$ cat config.mk
export PLATFORM = sky130hd
export DESIGN_NAME = nn_sample_tx_flat
export DESIGN_NICKNAME = d
export VERILOG_FILES = /design/src/rtl/nn_sample_tx_if.sv /design/src/rtl/nn_sample_tx.sv /design/src/flat_wrapper.sv
export SDC_FILE = /design/constraint.sdc
export NUM_CORES = 1
export LEC_CHECK = 0
export ABC_AREA = 1
export CORE_ASPECT_RATIO = 0.5
export CORE_MARGIN = 2
export CORE_UTILIZATION = 36
export DETAILED_ROUTE_END_ITERATION = 12
export GPL_TIMING_DRIVEN = 0
export SYNTH_ARGS = -nofsm -noshare
export SYNTH_HDL_FRONTEND = slang
export SYNTH_SLANG_ARGS = --single-unit
$ cat constraint.sdc
create_clock -name clk -period 2.7 [get_ports clk]
set_input_delay 0.27 -clock clk [delete_from_list [all_inputs] [get_ports clk]]
set_output_delay 0.27 -clock clk [all_outputs]
set_load 0.01 [all_outputs]
$ cat src/rtl/nn_sample_tx_if.sv
// Sample-load bundle: upstream valid/ready sample stream plus the strobe/data pair
// that feeds the controller's load port.
interface nn_sample_tx_if;
  logic        s_valid;
  logic [31:0] s_data;
  logic        s_ready;
  logic        tx_signal;
  logic [31:0] tx_data;

  modport master (
    output s_valid,
    output s_data,
    input  s_ready,
    input  tx_signal,
    input  tx_data
  );

  modport slave (
    input  s_valid,
    input  s_data,
    output s_ready,
    output tx_signal,
    output tx_data
  );
endinterface

$ cat src/rtl/nn_sample_tx.sv
// Transmit-side feeder: buffers upstream samples in a small FIFO and replays them as
// high/low strobe cycles for one frame of FRAME_LEN words.
module nn_sample_tx #(
  parameter int unsigned FRAME_LEN   = 1000,
  parameter int unsigned HIGH_CYCLES = 2,
  parameter int unsigned LOW_CYCLES  = 2,
  parameter int unsigned FIFO_DEPTH  = 4
) (
  input  logic          clk,
  input  logic          reset,
  input  logic          start,
  nn_sample_tx_if.slave bus,
  output logic          busy,
  output logic          done,
  output logic [10:0]   word_cnt
);

  localparam int unsigned AW    = $clog2(FIFO_DEPTH);
  localparam int unsigned CntW  = AW + 1;
  localparam int unsigned PhMax = (HIGH_CYCLES > LOW_CYCLES) ? HIGH_CYCLES : LOW_CYCLES;
  localparam int unsigned PhW   = $clog2(PhMax + 1);

  typedef enum logic [2:0] {StIdle, StArm, StHigh, StLow, StDone} state_e;

  state_e          state_q;
  logic [PhW-1:0]  ph_cnt_q;
  logic            tx_signal_q;
  logic [31:0]     tx_data_q;
  logic            busy_q;
  logic            done_q;
  logic [10:0]     word_cnt_q;

  logic [31:0]     mem_q [FIFO_DEPTH];
  logic [AW-1:0]   wr_ptr_q;
  logic [AW-1:0]   rd_ptr_q;
  logic [CntW-1:0] count_q;
  logic            fifo_full;
  logic            fifo_empty;
  logic            push;
  logic            pop;

  assign fifo_full  = (count_q == CntW'(FIFO_DEPTH));
  assign fifo_empty = (count_q == '0);
  assign push       = bus.s_valid && !fifo_full;
  // Pop only from the ARM decision; a word written this cycle is not yet counted,
  // so there is no same-cycle fall-through.
  assign pop        = (state_q == StArm) && !fifo_empty;

  assign bus.s_ready   = !fifo_full;
  assign bus.tx_signal = tx_signal_q;
  assign bus.tx_data   = tx_data_q;
  assign busy          = busy_q;
  assign done          = done_q;
  assign word_cnt      = word_cnt_q;

  always_ff @(posedge clk) begin
    if (push) begin
      mem_q[wr_ptr_q] <= bus.s_data;
    end
  end

  always_ff @(posedge clk) begin
    if (reset) begin
      wr_ptr_q <= '0;
      rd_ptr_q <= '0;
      count_q  <= '0;
    end else begin
      if (push) begin
        wr_ptr_q <= wr_ptr_q + 1'b1;
      end
      if (pop) begin
        rd_ptr_q <= rd_ptr_q + 1'b1;
      end
      if (push && !pop) begin
        count_q <= count_q + 1'b1;
      end else if (pop && !push) begin
        count_q <= count_q - 1'b1;
      end
    end
  end

  always_ff @(posedge clk) begin
    if (reset) begin
      state_q     <= StIdle;
      ph_cnt_q    <= '0;
      tx_signal_q <= 1'b0;
      tx_data_q   <= '0;
      busy_q      <= 1'b0;
      done_q      <= 1'b0;
      word_cnt_q  <= '0;
    end else begin
      done_q <= 1'b0;
      unique case (state_q)
        StIdle: begin
          if (start) begin
            word_cnt_q <= '0;
            busy_q     <= 1'b1;
            state_q    <= StArm;
          end
        end
        StArm: begin
          // Empty FIFO stalls here with the strobe low, stretching only the low phase.
          if (pop) begin
            tx_data_q   <= mem_q[rd_ptr_q];
            tx_signal_q <= 1'b1;
            ph_cnt_q    <= '0;
            state_q     <= StHigh;
          end
        end
        StHigh: begin
          if (ph_cnt_q == PhW'(HIGH_CYCLES - 1)) begin
            tx_signal_q <= 1'b0;
            word_cnt_q  <= word_cnt_q + 11'd1;
            ph_cnt_q    <= '0;
            state_q     <= StLow;
          end else begin
            ph_cnt_q <= ph_cnt_q + 1'b1;
          end
        end
        StLow: begin
          if (ph_cnt_q == PhW'(LOW_CYCLES - 1)) begin
            state_q <= (word_cnt_q == 11'(FRAME_LEN)) ? StDone : StArm;
          end else begin
            ph_cnt_q <= ph_cnt_q + 1'b1;
          end
        end
        StDone: begin
          done_q  <= 1'b1;
          busy_q  <= 1'b0;
          state_q <= StIdle;
        end
        default: state_q <= StIdle;
      endcase
    end
  end

endmodule
$ cat src/flat_wrapper.sv
// flat-port wrapper written by rule: the top's interface ports become plain ports
module nn_sample_tx_flat 
#(
  parameter int unsigned FRAME_LEN   = 1000,
  parameter int unsigned HIGH_CYCLES = 2,
  parameter int unsigned LOW_CYCLES  = 2,
  parameter int unsigned FIFO_DEPTH  = 4
)
  (clk, reset, start, busy, done, word_cnt, bus_s_valid, bus_s_data, bus_s_ready, bus_tx_signal, bus_tx_data);
  nn_sample_tx_if bus_i ();
  input  logic clk;
  input  logic reset;
  input  logic start;
  output logic busy;
  output logic done;
  output logic [10:0] word_cnt;
  input wire logic [$bits(bus_i.s_valid)-1:0] bus_s_valid;
  input wire logic [$bits(bus_i.s_data)-1:0] bus_s_data;
  output wire logic [$bits(bus_i.s_ready)-1:0] bus_s_ready;
  output wire logic [$bits(bus_i.tx_signal)-1:0] bus_tx_signal;
  output wire logic [$bits(bus_i.tx_data)-1:0] bus_tx_data;
  assign bus_i.s_valid = bus_s_valid;
  assign bus_i.s_data = bus_s_data;
  assign bus_s_ready = bus_i.s_ready;
  assign bus_tx_signal = bus_i.tx_signal;
  assign bus_tx_data = bus_i.tx_data;
  nn_sample_tx #(.FRAME_LEN(FRAME_LEN), .HIGH_CYCLES(HIGH_CYCLES), .LOW_CYCLES(LOW_CYCLES), .FIFO_DEPTH(FIFO_DEPTH)) u_core (.clk(clk), .reset(reset), .start(start), .bus(bus_i), .busy(busy), .done(done), .word_cnt(word_cnt));
endmodule
======== Word level (Yosys, flattened, before mapping) ========
Memories as Yosys holds them, arrays and structs flattened. A register that Yosys moved wholly into a read port is not among the register bits.
Index checks and enable logic that the tools add are counted.
word-level totals
  output and inout bits ................... 47
  bits in latches ......................... 0
  memory bits (read-only) ................. 0
  logic and storage cells ................. 72
  input bits .............................. 36
  flip-flop bits (word level) ............. 26
  memories kept ........................... 1
  RAM bits ................................ 128
memories
  name          words  width  read ports  clocked after memory_dff  wr ports  line                text
  u_core.mem_q  4      32     1           1                         1         nn_sample_tx.sv:33  logic [31:0] mem_q [FIFO_DEPTH];
operators by class
  bitwise logic cells ..................... 0
  order comparisons ....................... 0
  equal/unequal tests ..................... 12
  shifts and indexed selects .............. 0
  add/sub/neg operators ................... 6
  multipliers ............................. 0
  reductions and logical operators ........ 21
  mux-type cells .......................... 23
  divide/modulo/power cells ............... 0
operators by type and width
  operator                 number
  $mux W11                 2
  $pmux W11 S2             1
  $mux W3                  7
  $pmux W3 S4              1
  $add A11 B1 Y11 const B  1
  $eq A11 B10 Y1 const B   1
  $reduce_and A3 Y1        3
  $reduce_bool A2 Y1       4
  $add A2 B1 Y2 const B    3
  $eq A3 B2 Y1 const B     2
  $eq A3 B3 Y1 const B     2
  $logic_not A3 Y1         2
  $mux W1                  6
  $mux W2                  3
  $ne A2 B1 Y1 const B     3
  $pmux W2 S3              1
  $logic_and A1 B1 Y1      4
  $logic_not A1 Y1         4
  $ne A2 B2 Y1 const B     2
  $pmux W1 S2              2
  $reduce_and A2 Y1        2
  $reduce_and A4 Y1        1
  $add A3 B1 Y3 const B    1
  $eq A3 B1 Y1 const B     1
  other kinds (3)          3

======== Depth between registers and ports, before layout ========
Gate-level depths: netlist (run 1).
  depth in word-level cells ............... 7
  gate-level depth with buffers ........... 14
  mapped depth without buffers ............ 12

======== Least setup slack after synthesis (run 1) ========
No wires, ideal clock.
  path kind ............................... reg-to-reg
  start ................................... register u_core.count_q[0]
  end ..................................... memory u_core.mem_q[0][0] (enable)
  slack ................................... 0.150 ns
  setup time .............................. 0.421 ns
  cell stages (with the launch flop) ...... 5
  data arrival time ....................... 2.128 ns
  period minus slack after synthesis ...... 2.550 ns
  data required time ...................... 2.279 ns
  path through ............................ dfxtp_1 > inv_1 > nand3_1 > nand2_1 > nor2_1
between the ends
  cells in the longest elaborated chain, start to end .. 5
ends and longest elaborated chain
  item                           line                text
  start, declared                nn_sample_tx.sv:36  logic [CntW-1:0] count_q;
  start signal, assigned         nn_sample_tx.sv:75  count_q <= count_q + 1'b1;
  start signal, assigned         nn_sample_tx.sv:77  count_q <= count_q - 1'b1;
  $eq A3 B3 Y1                   nn_sample_tx.sv:42  assign fifo_full = (count_q == CntW'(FIFO_DEPTH));
  $logic_not A1 Y1               --
  named net bus_s_ready          flat_wrapper.sv:19  output wire logic [$bits(bus_i.s_ready)-1:0] bus_s_ready;
  $logic_and A1 B1 Y1            nn_sample_tx.sv:44  assign push = bus.s_valid && !fifo_full;
  $mux W1                        nn_sample_tx.sv:57  if (push) begin
  $mux W1 (implied by the code)  nn_sample_tx.sv:58  mem_q[wr_ptr_q] <= bus.s_data;
  end, declared                  nn_sample_tx.sv:33
The timed path passes the listed nets, and every way through them passes these cells.

======== Worst setup path after layout (run 1) ========
  start ................................... register u_core.state_q[2]
  end ..................................... register u_core.count_q[2]
between the ends
  cells in the longest elaborated chain, start to end .. 5
ends and longest elaborated chain
  item                                                  line                 text
  start, declared                                       nn_sample_tx.sv:25   state_e state_q;
  start signal, assigned                                nn_sample_tx.sv:84   state_q <= StIdle;
  start signal, assigned                                nn_sample_tx.sv:98   state_q <= StArm;
  start signal, assigned                                nn_sample_tx.sv:107  state_q <= StHigh;
  $eq A3 B1 Y1 *                                        nn_sample_tx.sv:47   assign pop = (state_q == StArm) && !fifo_empty;
  $logic_and A1 B1 Y1 *                                 nn_sample_tx.sv:47
  $logic_not A1 Y1                                      nn_sample_tx.sv:74   if (push && !pop) begin
  $logic_and A1 B1 Y1                                   nn_sample_tx.sv:74
  $mux W3 / $reduce_bool A2 Y1 (equally long branches)  --
Every way passes the cells marked *; elsewhere a longest branch is shown, timed or not.
A chain may end at the register's enable or synchronous reset.

==> results of run 1 <==
[layout make-up]
type | count | area share, %
Inverter | 34 | 1.40
Timing Repair Buffer | 86 | 9.89
Tap cell | 266 | 3.59
Multi-Input combinational cell | 417 | 22.0
Clock buffer | 20 | 5.16
Clock inverter | 12 | 1.35
Buffer | 33 | 2.53
Sequential cell | 186 | 54.0
[state kept, by name (all words and copies together) (netlist names)]
| signal | count |
|---|---|
| u_core.word_cnt | 11 |
| u_core.wr_ptr_q | 2 |
| u_core.state_q | 3 |
| u_core.done | 1 |
| u_core.count_q | 3 |
| u_core.rd_ptr_q | 2 |
| u_core.busy | 1 |
| u_core.mem_q | 128 |
| u_core.ph_cnt_q | 2 |
| u_core.bus.tx_signal | 1 |
| u_core.bus.tx_data | 32 |
[cell usage after synthesis]
library cell / number / area (sq um)
nand2_4: 2 / 22.5
inv_4: 1 / 6.26
ha_1: 9 / 113
inv_1: 30 / 113
fa_1: 1 / 20.0
nand2_2: 2 / 12.5
nand3_2: 3 / 30.0
clkbuf_1: 16 / 60.1
nand3b_1: 1 / 7.51
a21oi_1: 15 / 75.1
nor3_1: 7 / 35.0
o21ai_0: 97 / 485
dfxtp_1: 58 / 1160
nand2_1: 48 / 180
buf_8: 1 / 15.0
o21ai_1: 11 / 55.1
nor2_2: 10 / 62.6
a21oi_2: 3 / 26.3
nand3_1: 15 / 75.1
buf_2: 3 / 15.0
buf_6: 9 / 101
o22ai_1: 32 / 200
edfxtp_1: 128 / 3840
nor2_1: 160 / 601
inv_2: 3 / 11.3
nor2_4: 1 / 11.3
buf_4: 3 / 22.5
buf_12: 1 / 20.0
[placed cells by master (no fill, tap or decap), types with 3 or more instances in the layout]
cell type and count:
inv_2 3, buf_12 3, ha_1 9, buf_6 9, buf_4 3, edfxtp_1 128, nor2_2 10, clkbuf_1 16
nor2_1 156, a21oi_1 15, a21oi_2 3, clkbuf_16 18, nor2_4 5, nor3_1 7, nand3_1 15, inv_8 3
o21ai_0 97, o21ai_1 11, o22ai_1 32, inv_1 30, inv_6 3, nand2_1 48, nand3_2 3, buf_2 3
clkdlybuf4s50_1 82, dfxtp_1 58
[where the power goes]
| group | switching, mW | internal, mW |
|---|---|---|
| logic | 1.39 | 0.976 |
| registers | 0.197 | 3.52 |
| clock network | 1.17 | 1.33 |
[cell families after synthesis]
group,Yosys count
AOI/OAI and AO/OA,158
adders and majority gates,10
buffers and inverters,67
DFF,186
and+or+nand+nor,249
[final timing paths]
check	end	depth (start not counted)	slack (ps)
setup / recovery	u_core.count_q[2]	14	520
hold / removal	u_core.mem_q[1][24]	1	460
hold reg to reg	u_core.busy	2	490
setup reg to reg	u_core.count_q[2]	14	520
[per-layer routing]
| layer | global-route usage [%] | wire length [um] | share of wire (%) | vias to the layer above |
|---|---|---|---|---|
| li1 | - | - | - | 2528 |
| met1 | 21.5 | 7770 | 46 | 2517 |
| met2 | 26.7 | 8360 | 49 | 103 |
| met3 | 3.93 | 831 | 4.9 | 8 |
| met4 | 4.44 | 100 | 0.59 | 0 |
| met5 | 0 | 0 | 0 | - |
[worst max-delay path, delay by kind of cell, from the launching register on]
kind	cells	cell delay, ps
compound gates	2	200
fa+ha+maj	2	520
buf+inv	4	480
flops	1	480
simple gates	6	430
[stage by stage]
stage	power, mW	area, sq um	utilization (%)	setup TNS [ps]	instances
4_1_cts	8.66	9260	46.8	0	1054
3_3_place_gp	6.07	8530	43.2	-151460	1018
2_1_floorplan	5.16	7380	-	0	670
6_report	8.58	9260	46.8	0	1054
3_5_place_dp	6.16	8660	43.8	0	1022
5_1_grt	9.05	9260	46.8	0	1054
==> metrics.csv, run 1 <==
metric;value;unit
vias in the first global route;4955;
mux share of post-synthesis cell area;0;%
Simple-Gate Fraction of Synth Area;14.1;%
share of the synthesized netlist area taken by xor and xnor gates;0;%
CP max stage cell;dfxtp_1;
largest family of logic cells by synthesized area;simple AND/OR/NAND/NOR gates;
worst vdd ir;0.411;mV
initial antenna violation count;0;
Peak Freq;459;MHz
pre-CTS WS;447;ps
Lkg Pwr;3.26;nW
Clock Skew;10.5;ps
Worst-Skew Late Latency;430;ps
multi-input logic area;0.00204;sq mm
Worst Setup SP;u_core.state_q[2];
slowest stage delay, CP;480;ps
Max FO, Critical Path;10;
CTS tree;built;
final wirelength;17100;um
Avg Vias per Cell;4.89;
Worst R2R Start;u_core.state_q[2];
CTS clk-pin slew, worst paths;80;ps
Placer Congestion;0.820;
compound-cell area share of the yosys netlist;11.4;%
P per Cell Area;926;mW/mm^2
hpwl dp;11200;um
fraction of layout cells with a size suffix above 1;10.4;%
Setup-failing EPs final;0;
Period Utilization, post-route;80.7;%
Tmin final;2180;ps
DRC Markers;0;
H-tree levels;4;
ant diodes;0;
Cell Area, Synth;0.00738;sq mm
Worst setup SP type;register;
GRT Overall Usage;16.3;%
global route overflow;0;
Avg Cell Area, Syn;11.0;sq um
drt pass-1 iters;5;
final net count;821;
final hold violations;0;
largest net degree at the start of global routing;24;
synthesized net count;716;
clk root buf;clkbuf_16;
Synth cell types;28;
WP data required;3060;ps
core box area;0.0198;sq mm
port buffer count;82;
Worst-Margin Slew;688;ps
cell row count;36;
clock buffer depth;2;
YS warnings;0;
Die W;206;um
status;completed;
relative slew slack;54.0;%
post-synthesis adder-cell area fraction;1.80;%
Post-CTS Hold Fix Bufs;0;
fill count;1803;
CP cell instances;inv_2 -> nand2_2 -> nor2_4 -> nand2_4 -> buf_8 -> buf_12 -> ha_1 -> inv_1 -> fa_1 -> nor2_1 -> nor2_1 -> nand2_1 -> o21ai_0 -> a21oi_1;
Max-Cap Viols;0;
Worst Path Class, Setup;reg2reg;
average routed wire per standard cell;16.2;um
CTS Sinks;186;
#FFs+latches synth;186;
Crit. End Element;register;
Hold WS;459;ps
worst setup margin;521;ps
Post-DRT Antenna Nets;0;
starting density of the core;37.3;%
final slew viol count;0;
most used cell, CP;nor2_1;
initial DRC count;384;
global-route wire length before repair;26800;um
Crit path arrival time;2540;ps
RSZ-0062 raised after global routing;false;
Post-CTS Resized;0;
worst hold-check path type;in2reg;
Area Overhead vs Synth;25.5;%
vias;5156;
die area;0.0217;sq mm
Top Ports;83;
CTS buffer count;17;
setup repair bufs after CTS;0;
Syn Inst Count;670;
post-synthesis sequential area ratio;67.8;%
Hold Startpoint;bus_s_data[24];
Die Y;105;um
register area;0.00500;sq mm
No activity file was read; power rests on OpenSTA's default activity.
==> inputs of run 2 (changes only) <==
clock period = 2 ns   (was 2.7 ns; I/O delays follow)
==> run 2 against run 1 <==
Critical path depth decreased by 4. Critical path type unchanged. Non-clock buffer count increased by 5. Hold slack worse by 57 ps. Maximum frequency increased by 15%.
==> metrics.csv, run 2 (same netlist as run 1, synthesis figures left out) <==
metric;value;unit
WP data required;2310;ps
Max-Cap Viols;0;
sum of negative setup slack;0;ps
average routed wire per standard cell;16.2;um
Worst-Margin Slew;573;ps
P per Cell Area;1240;mW/mm^2
metal3 WL;731;um
Most flops, register;u_core.mem_q;
final wirelength;17100;um
Die Y;105;um
GRT Overall Usage;16.3;%
WL met1;7840;um
relative slew slack;61.8;%
Crit. End Element;register;
Placer Congestion;0.806;
cell row count;36;
core box area;0.0198;sq mm
Setup-failing EPs final;0;
H-tree levels;4;
Area Overhead vs Synth;25.7;%
CP max stage cell;fa_2;
Max Used Layer;met4;
drt pass-1 iters;5;
Crit path arrival time;2210;ps
DRC Markers;0;
final slew viol count;0;
vias;5159;
Cell Int Power;7.80;mW
Top Ports;83;
worst vdd ir;0.637;mV
Lkg Pwr;3.25;nW
Worst setup SP type;register;
max reg flops;128;
crit-path leading delay family;adder cells;
CP cell instances;buf_6 -> nor2_4 -> nand2_4 -> buf_12 -> buf_12 -> ha_2 -> inv_2 -> fa_2 -> o21ai_2 -> a21oi_1;
Comb power frac;28.6;%
starting density of the core;37.3;%
Max FO, Critical Path;10;
Period Utilization, post-route;95.0;%
CTS Sinks;186;
global route overflow;0;
Worst Path Class, Setup;reg2reg;
buffers plus inverters on the worst setup path;4;
vias in the first global route;4979;
status;completed;
ant diodes;0;
Pwr Total;11.5;mW
Detail Route met2 WL;8400;um
Worst-Skew Late Latency;430;ps
Avg Vias per Cell;4.88;
Tmin final;1900;ps
largest net degree at the start of global routing;26;
CTS tree;built;
Clock Skew;9.57;ps
sw frac;32.4;%
clk root buf;clkbuf_16;
initial DRC count;413;
die area;0.0217;sq mm
most used cell, CP;buf_12;
Post-DRT Antenna Nets;0;
CTS clk-pin slew, worst paths;70;ps
commonest non-fill, non-tap cell in the layout;nor2_1;
final core utilization;46.9;%
most frequent cells in the layout;nor2_1 (156), edfxtp_1 (128), o21ai_0 (96);
Die W;206;um
initial antenna violation count;0;
Peak Freq;526;MHz
share of power burned in registers;43.6;%
CTS buffer count;17;
hpwl dp;11100;um
worst hold-check path type;in2reg;
Net Sw Power;3.73;mW
global-route wire length before repair;26700;um
final net count;826;
Clk network pwr share;27.8;%
slowest stage delay, CP;450;ps
fraction of layout cells with a size suffix above 1;12.4;%
port buffer count;82;
final hold violations;0;
clock buffer depth;2;
[run 2: cell count changes in the layout (fill, tap and decap cells not counted), moves of 2 or more]
| cell | delta |
|---|---|
| inv_4 | +2 |
| buf_4 | +5 |
| clkinv_8 | -2 |
| dfxtp_4 | +2 |
| buf_12 | +3 |
| dfxtp_2 | +2 |
| dfxtp_1 | -4 |
| inv_2 | +2 |
| inv_1 | -4 |
| buf_16 | -2 |
[run 2: timing repair]
action,4_1_cts,5_1_grt
hold buffers,0,0
buffers inserted,4,1
cloned,0,0
gates resized for setup,14,7
pin swaps,4,4
setup endpoints to repair,22,2
[run 2: per-stage QoR]
stage               hold WS [ps]  cells  setup WS, ps  area (sq um)
finish                       402   1058           100          9280
global route                 412   1058        -0.496          9280
CTS                          392   1057          8.33          9250
detailed placement           484   1022          -193          8640
global placement             474   1018          -941          8540
floorplan                    262    670         -67.5          7390
[run 2: path summary, 6_finish.rpt]
kind,cells after the start,startpoint,slack [ps],endpoint
max,10,u_core.state_q[1],100,u_core.count_q[1]
min,1,bus_s_data[9],400,u_core.mem_q[0][9]
max reg2reg,10,u_core.state_q[1],100,u_core.count_q[1]
min reg2reg,2,u_core.busy,490,u_core.busy
[run 2: final cells by class]
cell class | instances | area (sq um)
Clock buffer | 19 | 443
Inverter | 34 | 135
Multi-Input combinational cell | 417 | 2070
Timing Repair Buffer | 91 | 938
Buffer | 33 | 239
Clock inverter | 12 | 105
Fill cell | 1785 | 10500
Sequential cell | 186 | 5010
Tap cell | 266 | 333
[run 2: layer usage]
metal / up-vias / GRT usage (%)
li1: 2542 / -
met1: 2498 / 21.2
met2: 107 / 27.5
met3: 12 / 3.49
met4: 0 / 4.39
met5: - / 0
[run 2: power groups by stage]
stage / combinational (mW) / sequential (mW) / clock (mW)
3_3_place_gp: 3.08 / 5.10 / 0
4_1_cts: 3.29 / 5.02 / 3.24
2_1_floorplan: 1.82 / 5.15 / 0
3_5_place_dp: 3.21 / 5.10 / 0
5_1_grt: 3.65 / 5.09 / 3.39
6_report: 3.30 / 5.03 / 3.20
==> edit 1: new RTL, flow settings as in run 2 <==
Put one more register stage on the output `word_cnt`, with the module's reset. The value now appears one clock later. The other outputs are not delayed to match.
--- a/src/rtl/nn_sample_tx.sv
+++ b/src/rtl/nn_sample_tx.sv
@@ -51,7 +51,13 @@
   assign bus.tx_data   = tx_data_q;
   assign busy          = busy_q;
   assign done          = done_q;
-  assign word_cnt      = word_cnt_q;
+  always_ff @(posedge clk) begin
+    if (reset) begin
+      word_cnt <= '0;
+    end else begin
+      word_cnt <= word_cnt_q;
+    end
+  end
 
   always_ff @(posedge clk) begin
     if (push) begin
Check against the original RTL: not equivalent (a bounded check fails within 10 cycles, from zero or initial values and one cycle with reset high).
==> edit 1 against run 2 <==
Sequential share of layout area up 0.98 points. Cell area is 2.5% higher. Synthesized area rose by 3.0%. Fmax is 2.3% lower. Setup slack worse by 0.044 ns. Largest cell class unchanged. Largest power group unchanged. Sequential cell count up 11. Total power up 1.6%. Die area grew 2.9%. Synthesized cell count up 3.9%. Critical path type unchanged. Routed wire length increased by 2.3%. Highest routed layer unchanged. Via count grew 3.0%.
==> edit 1: results (changes against run 2) <==
* DP Cell Count at 1054 (+3.1%)
* DPL Wire Length at 11.4 mm (+3.0%)
* Port buffer count at 81 (-1.2%)
* Status: completed
* Post-synthesis sequential element count at 197 (+5.9%)
* Final setup violation count at 0 (unchanged)
* Final core utilization at 0.461 (-0.00845)
* Max-slew headroom at 0.609 (-0.00947)
* Synth Instances at 696 (+3.9%)
* Post-place setup slack at -0.303 ns (-0.110 ns)
* GP Congestion at 0.828 (+2.8%)
* All-Layer GR Usage at 0.164 (+0.00156)
* Part of the Yosys area used for sequential elements at 0.687 (+0.00910)
* First-pass GRT wire length at 27.7 mm (+3.7%)
* Fraction of area in clock buffers and inverters at 0.0590 (about the same)
* Vias/cell at 4.87 (-0.11%)
* Root Buffer: clkbuf_16
* Post-CTS Setup Repair Bufs at 2 (-2)
* FILL cells at 1907 (+6.8%)
* Crit path DAT at 2.28 ns (+0.07 ns)
* Nets at 851 (+3.0%)
* Initial DRC count at 354 (-14%)
* First-pass iteration count of the detailed router at 5 (unchanged)
* Final wirelength at 17.5 mm (+2.3%)
* Wire per inst at 16.0 um (-0.83%)
* Leakage at 3.38 nW (+3.8%)
* Comb_multi_in at 423 (+1.4%)
* Worst VDD drop at 0.568 mV (-11%)
* Layout clock buffers at 20 (+1)
* Vias in the first global route at 5188 (+4.2%)
* Post-route cell area at 0.00951 sq mm (+2.5%)
* Register fraction of the total cell area at 0.550 (+0.00978)
* Clock latency on the worst-skew pair at 0.44 ns
* Multi-input combinational area share at 0.216 (-0.00736)
* Max incr delay on CP at 0.43 ns (-0.02 ns)
* Pin count of the biggest net entering global routing at 30 (+15%)
* Dpl cell area at 0.00887 sq mm (+2.6%)
* Synth Net Count at 742 (+3.6%)
* FFs w/ async S/R, synth at 0 (unchanged)
* Dominant cells by area after synthesis: edfxtp_1 51%, dfxtp_1 18%, nor2_1 8.9%
* Signal buf overhead at 0.123 (-0.00432)
* Most frequent cells after synthesis: 181 x nor2_1, 128 x edfxtp_1, 104 x o21ai_0
* Post-CTS sizing at 7 (-7)
* Distinct cells, synth at 29 (+3.6%)
* Share of layout cells above drive strength 1 at 0.105 (-0.0186)
==> edit 1: path summary, 6_finish.rpt <==
| check | startpoint | to | slack [ns] | cells after the start |
|---|---|---|---|---|
| setup / recovery | u_core.state_q[2]$_SDFFE_PP0P_ | u_core.count_q[1]$_SDFFE_PP0P_ | 0.06 | 11 |
| hold / removal | reset | u_core.rd_ptr_q[1]$_SDFFE_PP0P_ | 0.1 | 2 |
| setup reg to reg | u_core.state_q[2]$_SDFFE_PP0P_ | u_core.count_q[1]$_SDFFE_PP0P_ | 0.06 | 11 |
| hold reg to reg | u_core.word_cnt_q[10]$_SDFFE_PP0P_ | u_core.word_cnt[10]$_SDFF_PP0_ | 0.47 | 2 |
==> edit 1: cells by family (layout without fill, tap and decap cells) <==
| family | after synthesis | after routing | synth area share |
|---|---|---|---|
| flops | 197 | 197 | 0.687 |
| buf+inv | 76 | 198 | 0.0502 |
| compound gates | 157 | 157 | 0.110 |
| fa+ha+maj | 10 | 10 | 0.0174 |
| simple gates | 256 | 256 | 0.135 |
==> edit 1: worst max-delay path, delay by kind of cell (launching register included) <==
kind	cells	cell delay, ns
and+or+nand+nor	3	0.28
buffers and inverters	4	0.39
AOI/OAI and AO/OA	2	0.18
adders and majority gates	2	0.61
DFF	1	0.38
==> edit 1: layer usage <==
metal	global-route usage	vias to the layer above	routed length, um
met2	0.271	106	8360
met5	0	-	0
met4	0.0598	0	241
met3	0.0378	18	733
li1	-	2620	-
met1	0.213	2570	8150
==> edit 1: where the power goes <==
part | internal [mW] | switching, mW
logic | 1.33 | 1.86
clock network | 1.68 | 1.62
registers | 4.96 | 0.259
total | 7.97 | 3.74
==> edit 2: new RTL, flow settings as in run 2 <==
Without the edit above. `FRAME_LEN` is set to 1000 in 2 places; all go to 512.
--- a/src/rtl/nn_sample_tx.sv
+++ b/src/rtl/nn_sample_tx.sv
@@ -1,7 +1,7 @@
 // Transmit-side feeder: buffers upstream samples in a small FIFO and replays them as
 // high/low strobe cycles for one frame of FRAME_LEN words.
 module nn_sample_tx #(
-  parameter int unsigned FRAME_LEN   = 1000,
+  parameter int unsigned FRAME_LEN   = 512,
   parameter int unsigned HIGH_CYCLES = 2,
   parameter int unsigned LOW_CYCLES  = 2,
   parameter int unsigned FIFO_DEPTH  = 4
--- a/src/flat_wrapper.sv
+++ b/src/flat_wrapper.sv
@@ -1,7 +1,7 @@
 // flat-port wrapper written by rule: the top's interface ports become plain ports
 module nn_sample_tx_flat 
 #(
-  parameter int unsigned FRAME_LEN   = 1000,
+  parameter int unsigned FRAME_LEN   = 512,
   parameter int unsigned HIGH_CYCLES = 2,
   parameter int unsigned LOW_CYCLES  = 2,
   parameter int unsigned FIFO_DEPTH  = 4
Function: same outputs for any inputs over 10 cycles, from zero or initial values and one cycle with reset high; that may be too few to reach the edited logic, so the function may still have changed.
==> edit 2 against run 2 <==
Synthesized area shrank 1.4%. Non-clock buffer count rose by 1. Die area down 1.3%. Critical endpoint is now u_core.count_q[2]$_SDFFE_PP0P_. Critical path depth is 4 higher. Routed wire length rose by 3.2%. Highest routed layer unchanged. Sequential share of layout area is 0.23 points lower. Setup slack improved by 0.031 ns. Fmax grew 1.7%. Combinational power about the same. Sequential cell count did not move. First-iteration DRC count fell by 28%. Total power up 2.3%. Cell area rose by 0.46%.
==> edit 2: results (changes against run 2) <==
* Routed wl met3 at 764 um (+4.5%)
* Met2 GRT Util at 0.271 (-0.00325)
* DPL Wire Length at 11.3 mm (+2.2%)
* Vias in the first global route at 5066 (+1.7%)
* GRT met1 Usage at 0.230 (+0.0180)
* All-Layer GR Usage at 0.169 (+0.00610)
* DP Cell Count at 1016 (-0.59%)
* Nets at 822 (-0.48%)
* Worst reg-to-reg path cell count at 14 (+4)
* First-pass GRT wire length at 27.5 mm (+2.9%)
* GP Congestion at 0.796 (-1.2%)
* Share of layout cells above drive strength 1 at 0.117 (-0.00713)
* Final cell count without fillers at 1055 (-0.28%)
* Crit Path Max Fanout at 6 (-4)
* Dpl cell area at 0.00856 sq mm (-0.98%)
* Avg Inst Size Synth at 11.0 sq um (-0.46%)
* Post-place setup slack at -0.316 ns (-0.123 ns)
* Worst-Margin Slew at 0.653 ns (+0.0803 ns)
* Via count at 5187 (+0.54%)
* Wire per inst at 16.7 um (+3.5%)
* Final Skew at 0.0113 ns (+0.00170 ns)
* Distinct cells, synth at 31 (+11%)
* P_sw at 3.83 mW (+2.8%)
* Status: completed
* Initial DRC count at 299 (-28%)
* Leakage at 3.30 nW (+1.5%)
* Dominant cells by area after synthesis: edfxtp_1 53%, dfxtp_1 16%, nor2_1 8.5%
* Synth Net Count at 710 (-0.84%)
==> edit 2: path summary, 6_finish.rpt <==
path / startpoint / end / slack, ns
max reg2reg: u_core.state_q[1]$_SDFFE_PP0P_ / u_core.count_q[2]$_SDFFE_PP0P_ / 0.13
min: bus_s_data[13] / u_core.mem_q[0][13]$_DFFE_PP_ / 0.40
max: u_core.state_q[1]$_SDFFE_PP0P_ / u_core.count_q[2]$_SDFFE_PP0P_ / 0.13
min reg2reg: u_core.bus.tx_signal$_SDFFE_PP0P_ / u_core.bus.tx_signal$_SDFFE_PP0P_ / 0.47
==> edit 2: area by class of cell <==
cell class,instances,area (sq um)
buffer,32,198
inverter,36,140
sequential,186,5020
clock inverter,11,119
fill,1793,10300
tap,266,333
timing repair buffer,93,968
multi-input combinational,410,2050
clock buffer,21,493
==> edit 2: what timing repair did <==
action | in CTS | in global routing
buffers inserted | 3 | 4
pin swaps | 2 | 5
setup endpoints to repair | 37 | 2
hold buffers | 0 | 0
gates resized for setup | 9 | 22
==> edit 2: power by group through the flow <==
stage	Clock (mW)	Sequential, mW	Combinational (mW)
after floorplan	0	5.16	1.66
after global placement	0	5.11	2.93
after detailed placement	0	5.10	3.07
after CTS	3.51	5.02	3.20
after global routing	3.67	5.09	3.66
final	3.45	5.03	3.31
==> edit 2: cells by family (layout without fill, tap and decap cells) <==
group,Yosys count,after routing,share of synthesized area
AND/OR/NAND/NOR,243,243,0.135
AO/OA/AOI/OAI,157,157,0.115
flip-flops,186,186,0.687
buffers and inverters,68,193,0.0447
adder cells (fa/ha/maj),10,10,0.0182
